File: config.mk
export PLATFORM = sky130hd
export DESIGN_NAME = uart_loader
export DESIGN_NICKNAME = d
export VERILOG_FILES = /design/src/rtl/uart_loader.sv
export SDC_FILE = /design/constraint.sdc
export NUM_CORES = 1
export LEC_CHECK = 0
export CAP_MARGIN = 20
export CORE_MARGIN = 3
export CORE_UTILIZATION = 29
export DETAILED_ROUTE_END_ITERATION = 10
export GPL_TIMING_DRIVEN = 0
export HOLD_SLACK_MARGIN = 0.08
export PLACE_DENSITY = 0.5
export SYNTH_ARGS = -nofsm -noshare
export SYNTH_HDL_FRONTEND = slang
export SYNTH_SLANG_ARGS = --single-unit
File: constraint.sdc
create_clock -name clk -period 2.3 [get_ports clk]
set_input_delay 0.69 -clock clk [delete_from_list [all_inputs] [get_ports clk]]
set_output_delay 0.69 -clock clk [all_outputs]
set_load 0.03 [all_outputs]
File: src/rtl/uart_loader.sv
// UART boot loader: 8N1 receiver feeding a length-prefixed, little-endian word writer.
// Optional trailing XOR checksum is compiled in with `define UART_LOADER_CHECKSUM_EN.
module uart_loader #(
    parameter int CLKS_PER_BIT = 868,
    parameter int MLEN         = 1024,
    parameter int MALEN        = $clog2(MLEN)
) (
    input  logic             clk,
    input  logic             rstn,
    input  logic             i_rx,
    input  logic             i_arm,
    output logic             o_wvalid,
    output logic [MALEN-1:0] o_waddr,
    output logic [31:0]      o_wdata,
    output logic             o_busy,
    output logic             o_done,
    output logic             o_frame_err
`ifdef UART_LOADER_CHECKSUM_EN
    ,
    output logic             o_csum_err
`endif
);

    localparam int               CNT_W     = $clog2(CLKS_PER_BIT);
    localparam logic [CNT_W-1:0] HALF_BIT  = CNT_W'(CLKS_PER_BIT / 2 - 1);
    localparam logic [CNT_W-1:0] FULL_BIT  = CNT_W'(CLKS_PER_BIT - 1);
    localparam logic [MALEN-1:0] LAST_ADDR = MALEN'(MLEN - 4);

    typedef enum logic [1:0] {RX_IDLE, RX_START, RX_DATA, RX_STOP} rx_state_t;

    typedef enum logic [2:0] {
        LD_IDLE, LD_LEN0, LD_LEN1, LD_DATA, LD_DONE
`ifdef UART_LOADER_CHECKSUM_EN
        , LD_CSUM
`endif
    } ld_state_t;

`ifdef UART_LOADER_CHECKSUM_EN
    localparam ld_state_t LD_TAIL = LD_CSUM;
`else
    localparam ld_state_t LD_TAIL = LD_DONE;
`endif

    // ---------------- receiver ----------------
    logic             r_rx_meta, r_rx_s;
    rx_state_t        r_rx_state, w_rx_next;
    logic [CNT_W-1:0] r_bit_cnt, w_bit_cnt;
    logic [2:0]       r_bit_idx, w_bit_idx;
    logic [7:0]       r_shift, w_shift;
    logic             r_byte_valid, w_byte_valid;
    logic             r_frame_err, w_frame_err;

    // NOTE: every signal gets a default before the case so no path leaves it unassigned (no latches).
    always_comb begin
        w_rx_next    = r_rx_state;
        w_bit_cnt    = r_bit_cnt - CNT_W'(1);
        w_bit_idx    = r_bit_idx;
        w_shift      = r_shift;
        w_byte_valid = 1'b0;
        w_frame_err  = 1'b0;
        unique case (r_rx_state)
            RX_IDLE: begin
                w_bit_cnt = r_bit_cnt;
                if (!r_rx_s) begin
                    w_rx_next = RX_START;
                    w_bit_cnt = HALF_BIT;
                end
            end
            RX_START: if (r_bit_cnt == '0) begin
                if (!r_rx_s) begin
                    w_rx_next = RX_DATA;
                    w_bit_cnt = FULL_BIT;
                    w_bit_idx = 3'd0;
                end else begin
                    w_rx_next = RX_IDLE;   // glitch shorter than half a bit
                    w_bit_cnt = '0;
                end
            end
            RX_DATA: if (r_bit_cnt == '0) begin
                w_shift   = {r_rx_s, r_shift[7:1]};
                w_bit_cnt = FULL_BIT;
                if (r_bit_idx == 3'd7) w_rx_next = RX_STOP;
                else                   w_bit_idx = r_bit_idx + 3'd1;
            end
            RX_STOP: if (r_bit_cnt == '0) begin
                w_byte_valid = r_rx_s;
                w_frame_err  = !r_rx_s;
                w_rx_next    = RX_IDLE;
                w_bit_cnt    = '0;
            end
            default: w_rx_next = RX_IDLE;
        endcase
    end

    // NOTE: sequential state uses non-blocking assignments so all flops update from pre-edge values.
    always_ff @(posedge clk) begin
        if (!rstn) begin
            r_rx_meta    <= 1'b1;
            r_rx_s       <= 1'b1;
            r_rx_state   <= RX_IDLE;
            r_bit_cnt    <= '0;
            r_bit_idx    <= '0;
            r_shift      <= '0;
            r_byte_valid <= 1'b0;
            r_frame_err  <= 1'b0;
        end else begin
            r_rx_meta    <= i_rx;
            r_rx_s       <= r_rx_meta;
            r_rx_state   <= w_rx_next;
            r_bit_cnt    <= w_bit_cnt;
            r_bit_idx    <= w_bit_idx;
            r_shift      <= w_shift;
            r_byte_valid <= w_byte_valid;
            r_frame_err  <= w_frame_err;
        end
    end

    // ---------------- image loader ----------------
    ld_state_t        r_ld_state, w_ld_next;
    logic [15:0]      r_count, w_count;
    logic [1:0]       r_idx, w_idx;
    logic [23:0]      r_wbuf, w_wbuf;
    logic [MALEN-1:0] r_waddr, w_waddr, w_waddr_inc;
    logic [31:0]      r_wdata, w_wdata;
    logic             r_wvalid, w_wvalid;
    logic             r_busy, w_busy;
    logic             r_done, w_done;
`ifdef UART_LOADER_CHECKSUM_EN
    logic [7:0]       r_csum, w_csum;
    logic             r_csum_err, w_csum_err;
`endif

    // Shift register holds the finished byte for a whole start bit after byte_valid.
    always_comb w_waddr_inc = (r_waddr == LAST_ADDR) ? '0 : r_waddr + MALEN'(4);

    always_comb begin
        w_ld_next  = r_ld_state;
        w_count    = r_count;
        w_idx      = r_idx;
        w_wbuf     = r_wbuf;
        w_waddr    = r_wvalid ? w_waddr_inc : r_waddr;
        w_wdata    = r_wdata;
        w_wvalid   = 1'b0;
        w_busy     = r_busy;
        w_done     = 1'b0;
`ifdef UART_LOADER_CHECKSUM_EN
        w_csum     = r_csum;
        w_csum_err = 1'b0;
`endif
        unique case (r_ld_state)
            LD_IDLE: if (i_arm && !r_done) begin
                w_ld_next = LD_LEN0;
                w_busy    = 1'b1;
                w_waddr   = '0;
                w_idx     = 2'd0;
                w_count   = '0;
`ifdef UART_LOADER_CHECKSUM_EN
                w_csum    = '0;
`endif
            end
            LD_LEN0: if (r_byte_valid) begin
                w_count[7:0] = r_shift;
                w_ld_next    = LD_LEN1;
            end
            LD_LEN1: if (r_byte_valid) begin
                w_count   = {r_shift, r_count[7:0]};
                w_ld_next = ({r_shift, r_count[7:0]} == 16'd0) ? LD_TAIL : LD_DATA;
            end
            LD_DATA: if (r_byte_valid) begin
`ifdef UART_LOADER_CHECKSUM_EN
                w_csum = r_csum ^ r_shift;
`endif
                w_idx = r_idx + 2'd1;
                unique case (r_idx)
                    2'd0: w_wbuf[7:0]   = r_shift;
                    2'd1: w_wbuf[15:8]  = r_shift;
                    2'd2: w_wbuf[23:16] = r_shift;
                    default: begin
                        w_wvalid = 1'b1;
                        w_wdata  = {r_shift, r_wbuf};
                        w_count  = r_count - 16'd1;
                        if (r_count == 16'd1) w_ld_next = LD_TAIL;
                    end
                endcase
            end
`ifdef UART_LOADER_CHECKSUM_EN
            LD_CSUM: if (r_byte_valid) begin
                if (r_shift == r_csum) begin
                    w_ld_next = LD_DONE;
                end else begin
                    w_csum_err = 1'b1;
                    w_busy     = 1'b0;
                    w_ld_next  = LD_IDLE;
                end
            end
`endif
            LD_DONE: begin
                w_done    = 1'b1;
                w_busy    = 1'b0;
                w_ld_next = LD_IDLE;
            end
            default: w_ld_next = LD_IDLE;
        endcase

        // A broken frame abandons the image; the unfinished word is never written.
        if (r_frame_err && r_ld_state != LD_IDLE && r_ld_state != LD_DONE) begin
            w_ld_next = LD_IDLE;
            w_busy    = 1'b0;
            w_wvalid  = 1'b0;
        end
    end

    always_ff @(posedge clk) begin
        if (!rstn) begin
            r_ld_state <= LD_IDLE;
            r_count    <= '0;
            r_idx      <= '0;
            r_wbuf     <= '0;
            r_waddr    <= '0;
            r_wdata    <= '0;
            r_wvalid   <= 1'b0;
            r_busy     <= 1'b0;
            r_done     <= 1'b0;
`ifdef UART_LOADER_CHECKSUM_EN
            r_csum     <= '0;
            r_csum_err <= 1'b0;
`endif
        end else begin
            r_ld_state <= w_ld_next;
            r_count    <= w_count;
            r_idx      <= w_idx;
            r_wbuf     <= w_wbuf;
            r_waddr    <= w_waddr;
            r_wdata    <= w_wdata;
            r_wvalid   <= w_wvalid;
            r_busy     <= w_busy;
            r_done     <= w_done;
`ifdef UART_LOADER_CHECKSUM_EN
            r_csum     <= w_csum;
            r_csum_err <= w_csum_err;
`endif
        end
    end

    assign o_wvalid    = r_wvalid;
    assign o_waddr     = r_waddr;
    assign o_wdata     = r_wdata;
    assign o_busy      = r_busy;
    assign o_done      = r_done;
    assign o_frame_err = r_frame_err;
`ifdef UART_LOADER_CHECKSUM_EN
    assign o_csum_err  = r_csum_err;
`endif

endmodule

[Word level (Yosys, flattened, before mapping)]
Cells that the tools add are included.
Storage, ports and cells
  logic and storage cells: 132
  input bits: 4
  bits in latches: 0
  memories kept: 0
  RAM bits: 0
  memory bits (read-only): 0
  output and inout bits: 46
  bits in registers: 117
Operators by class
  eq/ne operators: 26
  shift-type cells: 0
  divide/modulo/power cells: 0
  $lt $le $gt $ge: 0
  bitwise gates (word level): 5
  multiplexer cells: 44
  reductions and logical operators: 32
  add/subtract/negate cells: 5
  multipliers: 0
Operator list (count)
  10-bit 2-to-1 mux: 9
  16-bit 2-to-1 mux: 4
  10-bit case mux with 4 select lines: 1
  3-bit 2-to-1 mux: 11
  8-bit case mux with 4 select lines: 1
  2-bit inequality test (second input constant): 13
  8-bit case mux with 3 select lines: 1
  3-bit AND reduction: 6
  16-bit by 1-bit equality test with 1-bit output (second input constant): 1
  16-bit zero test: 1
  2-bit 2-to-1 mux: 8
  16-bit by 1-bit subtractor with 16-bit output (second input constant): 1
  5-bit AND reduction: 3
  3-bit case mux with 4 select lines: 1
  6-bit AND reduction: 2
  10-bit by 3-bit adder with 10-bit output (second input constant): 1
  10-bit equality test (second input constant): 1
  10-bit zero test: 1
  10-bit by 1-bit subtractor with 10-bit output (second input constant): 1
  3-bit nonzero test: 3
  8-bit 2-to-1 mux: 1
  2-bit case mux with 4 select lines: 1
  2-bit equality test (second input constant): 3
  3-bit by 2-bit equality test with 1-bit output (second input constant): 2
  20 further kinds: 35

[Logic depth before layout (Yosys ltp)]
  word-level depth: 5
  mapped depth: 7

[Worst setup path after synthesis]
No wires, ideal clock.
  path kind: input-to-reg
  start point: input i_arm
  end point: register r_count[12]
  data arrival time: 1.909 ns
  path slack: 0.269 ns
  cell stages on the path: 4
  library setup time: 0.122 ns
  required time: 2.178 ns
  path through: or3b_4 > a211o_4 > a22o_1 > a221o_1
On the way
  cells in the longest elaborated chain, start to end: 3
RTL lines
  start: declaration: RTL line 11  | input logic i_arm,
  1-bit logical AND: RTL line 151  | LD_IDLE: if (i_arm && !r_done) begin
  2-bit inequality test (no source line)
  5-bit AND reduction (no source line)
  end signal: assignment: RTL line 230  | r_count <= w_count;
  end: declaration: RTL line 120  | logic [15:0] r_count, w_count;
No other way between the ends.
A chain may end at the register's enable or synchronous reset.

[Worst setup path in the final report]
  start point: register r_waddr[5] (netlist: o_waddr[5])
  end point: output o_waddr[5]
RTL lines
  start: declaration: RTL line 123  | logic [MALEN-1:0] r_waddr, w_waddr, w_waddr_inc;
  start signal: assignment: RTL line 233  | r_waddr <= w_waddr;
  end: declaration: RTL line 13  | output logic [MALEN-1:0] o_waddr,
No word-level cell between the ends.

==> results.md <==
- Across the routed clock network, the largest skew measured is 0.00565 ns.
- Among cell families on the critical path, the largest total delay comes from buffers and inverters.
- The synthesized netlist contains 67 unique library cells.
- The CTS tree is yes.
- The tree is rooted in a sky130_fd_sc_hd__clkbuf_16.
- The slew at the pin closest to its max-slew limit is 1.01 ns.
- The critical path goes through clkdlybuf4s50_1.
- The count of final setup violators is 0.
- The internal power component is 4.11 mW.
- Summed over all nets, the switching power comes to ~1.5 mW.
- The critical path endpoint category is a primary output.
- The setup total negative slack is 0 ns.
- No sink is reached through more buffers than the 2 on the longest clock path.
- The critical path is of the register to primary output type.
- The number of nets with antenna violations after detailed routing is 0.
- Counting flops with a built-in enable in the synthesized netlist gives 0.
- The biggest area consumer among synthesized cells is sky130_fd_sc_hd__dfxtp_1.
- The flow ran to the end, and the final reports show no timing, DRC or antenna violations.
- The placement-stage cell area is just over 6000 um^2.
- The number of antenna diodes is 0.
- The final number of max-transition violations is 0.
- For this block, the via count after detailed routing is 5,003.
- The number of levels the H-tree was split into is 4.
- The clock insertion delay at the later pin of the skew report is 0.41 ns.
- The post-synthesis net count is 668.
- For this run, design rule violations remaining after detail routing come to 0.
- The vertical die dimension is 142 um.
- The clock power share is 48.6%.
- The share of cells above drive strength 1 is 8.31%.
- The die is around 140 um wide.
- The worst path needs 2.22 ns of the cycle, external delays included.
- The flop and latch count out of synthesis is between 100 and 150.
- The detailed-route vias per instance is 5.20.
- On the worst path, the slowest cell contributes a delay of ~0.7 ns.
- The commonest cells after synthesis are 119 x sky130_fd_sc_hd__nand2_1, 117 x sky130_fd_sc_hd__dfxtp_1, 69 x sky130_fd_sc_hd__a21oi_1.
- The total area inside the core boundary comes to 18,000 um^2.
- The detailed-route wire length is 15.5 mm.
- Yosys instantiated no cell more often than sky130_fd_sc_hd__nand2_1.
- In this run, the number of DRC markers left after iteration 0 of detailed routing was 354.
- In the final design database the tool counted about 740 nets.
- CTS saw 117 sinks.
- The fraction of registers with async set/reset is 0%.
- Dividing total power by cell area gives a power density of 830 nW/um^2.
- After global routing the overflow that remains totals 0.
- The number of endpoints with negative hold slack in the final report is 0.
- Ranked by total cell area, the synthesized netlist is headed by sky130_fd_sc_hd__dfxtp_1 44%, sky130_fd_sc_hd__nand2_1 8.4%, sky130_fd_sc_hd__a21oi_1 6.5%.
- Measured against its own limit, the worst slew margin works out to 32.3%.
- From synthesis to final layout, the design area changed by 26.8%.
- The biggest fanout along the worst timing path is 5.
- The data arrival time at the worst-slack endpoint is 1.53 ns.
- The first global-routing pass estimated 24.9 mm of wire.
- The net switching share of the total power is 26.9%.
- Counting every instance in the synthesized netlist gives between 600 and 700.
- Global routing used 15.5% of the available tracks across all layers.
- The pre-antenna-repair detailed-routing pass consisted of 5 iterations.
- The critical path buffer and inverter count is 1.
- After synthesis, the largest area contributor takes up 43.8% of total cell area.
- The number of warnings issued by yosys is 0.
- STA classifies the critical path startpoint as a register.
- After synthesis, the mean cell area works out to 8.19 um^2.
- In the finished design, the share of the clock period the worst path needs comes to 96.7%.
- The sequential share of power is 37.6%.
- STA puts the critical path data required time at 1.61 ns.
- The slowest stage cell on the critical path is sky130_fd_sc_hd__clkdlybuf4s50_1.
- The hold buffer count at CTS is 0.
- The final cell area excluding filler cells is between 6000 and 7000 um^2.
- Setup repair after global routing left no endpoint under its margin.
- The power share of the combinational group is 13.9%.
- The dominant register cell in the synthesized netlist is sky130_fd_sc_hd__dfxtp_1.
- The half-perimeter wire length after detailed placement is 10.7 mm.
- The number of global-route vias before repair was ~4,700.
- The wire length per cell is 16.1 um.
- The initial antenna violation count came to 0.
- The TritonCTS buffer count is 17.
- In this run the count of I/O pins placed on the die edge is 50.
- The post-synthesis instance area is 5340 um^2.
- On the final layout, the worst hold slack is about 0.41 ns.
- Entering global routing, the biggest net connects 17 pins.
- The number of cell rows is 49.
- The register area share after synthesis is 43.8%.
- The die area is 20,100 um^2.
- The port buffer count is 49.
- The static leakage is 2.43 nW.
- The initial utilization of the core area, before any placement, comes to 29.6%.
- The reported max-cap violation count is 0.
- The congestion estimate from routability-driven global placement came to 0.900.
- The maximum VDD drop is 0.485 mV.
- The tightest min-delay check is of the register to register type.
- The CTS clock-pin slew for the worst setup and hold paths is 0.06 ns.
- The highest clock frequency the design can meet is between 400 and 500 MHz.
## kinds of logic (layout without fill, tap and decap cells)
family | Yosys count | after routing | synth area share [%]
AOI/OAI and AO/OA | 159 | 159 | 19.3
xor gates and xnor gates | 7 | 7 | 1.15
adders and majority gates | 12 | 12 | 2.81
buffers and inverters | 62 | 144 | 4.66
DFF | 117 | 117 | 43.8
muxes | 14 | 14 | 2.62
and+or+nand+nor | 281 | 281 | 25.6
## sequential cells by signal, indices dropped and copies added, names as in the netlist, named ones only
register	cells
o_wdata	32
r_wbuf	24
r_count	16
o_waddr	10
r_bit_cnt	10
r_shift	8
r_bit_idx	3
r_ld_state	3
r_idx	2
o_busy	1
o_done	1
o_frame_err	1
o_wvalid	1
r_byte_valid	1
r_rx_meta	1
r_rx_s	1
r_rx_state	1
## timing repair
item,in CTS,in global routing
setup buffers,1,0
endpoints found under the setup margin,38,7
pin swaps,1,0
resized for setup,6,5
## layout by cell type, fill, tap and decap left out, drive strengths merged, types with 4 or more instances in the layout
master         instances
dfxtp                117
nor2b                  5
a21boi                 7
buf                    8
nand3                 37
clkbuf                60
a211o                  5
nand4                  8
nor3                  14
a211oi                 5
a31oi                  8
a22o                   6
and3                   7
ha                    12
clkinv                 4
nand2b                 7
xor2                   5
inv                   16
nor4                   6
clkinvlp               4
a21oi                 69
mux2i                 14
nor2                  41
o21ai                 17
a22oi                  4
nor3b                 12
clkdlybuf4s50         46
nand2                119
or2                    6
o311ai                 7
## through the flow
step / power, mW / cells / setup slack [ns] / util [%]
2_1_floorplan: 2.69 / 652 / 0.269 / -
3_3_place_gp: 2.88 / 930 / -0.620 / 34.0
3_5_place_dp: 2.89 / 930 / -0.684 / 34.0
4_1_cts: 5.66 / 963 / 0.00151 / 37.5
5_1_grt: 5.86 / 963 / 0.0193 / 37.6
6_report: 5.63 / 963 / 0.0762 / 37.6
## area by class of cell
class                      instances  area, um^2
multi-input combinational        473        2780
clock buffer                      20         457
tap                              229         287
sequential                       117        2340
timing repair buffer              50         505
clock inverter                    12         153
buffer                            47         198
inverter                          15        56.3
fill                            1894       11200
## final timing paths
check        cells after the start       start     endpoint  slack, ns
max reg2reg                      5  r_count[2]  r_count[15]       0.15
min                              1   r_rx_meta       r_rx_s       0.41
max                              1  o_waddr[5]   o_waddr[5]       0.08
min reg2reg                      1   r_rx_meta       r_rx_s       0.41
## per-layer routing
layer | routed length [um] | vias up | track usage, %
met4 | 178 | 0 | 5.40
met2 | 7180 | 148 | 24.7
met5 | 0 | - | 0
met3 | 787 | 14 | 3.30
met1 | 7320 | 2388 | 20.9
li1 | - | 2453 | -
## power by group through the flow
| stage | Clock, mW | Sequential (mW) | Combinational [mW] |
|---|---|---|---|
| global placement | 0 | 2.15 | 0.735 |
| finish | 2.73 | 2.11 | 0.780 |
| global route | 2.89 | 2.12 | 0.858 |
| floorplan | 0 | 2.15 | 0.547 |
| CTS | 2.79 | 2.11 | 0.755 |
| detailed placement | 0 | 2.15 | 0.741 |
(Power assumes the default switching activity.)
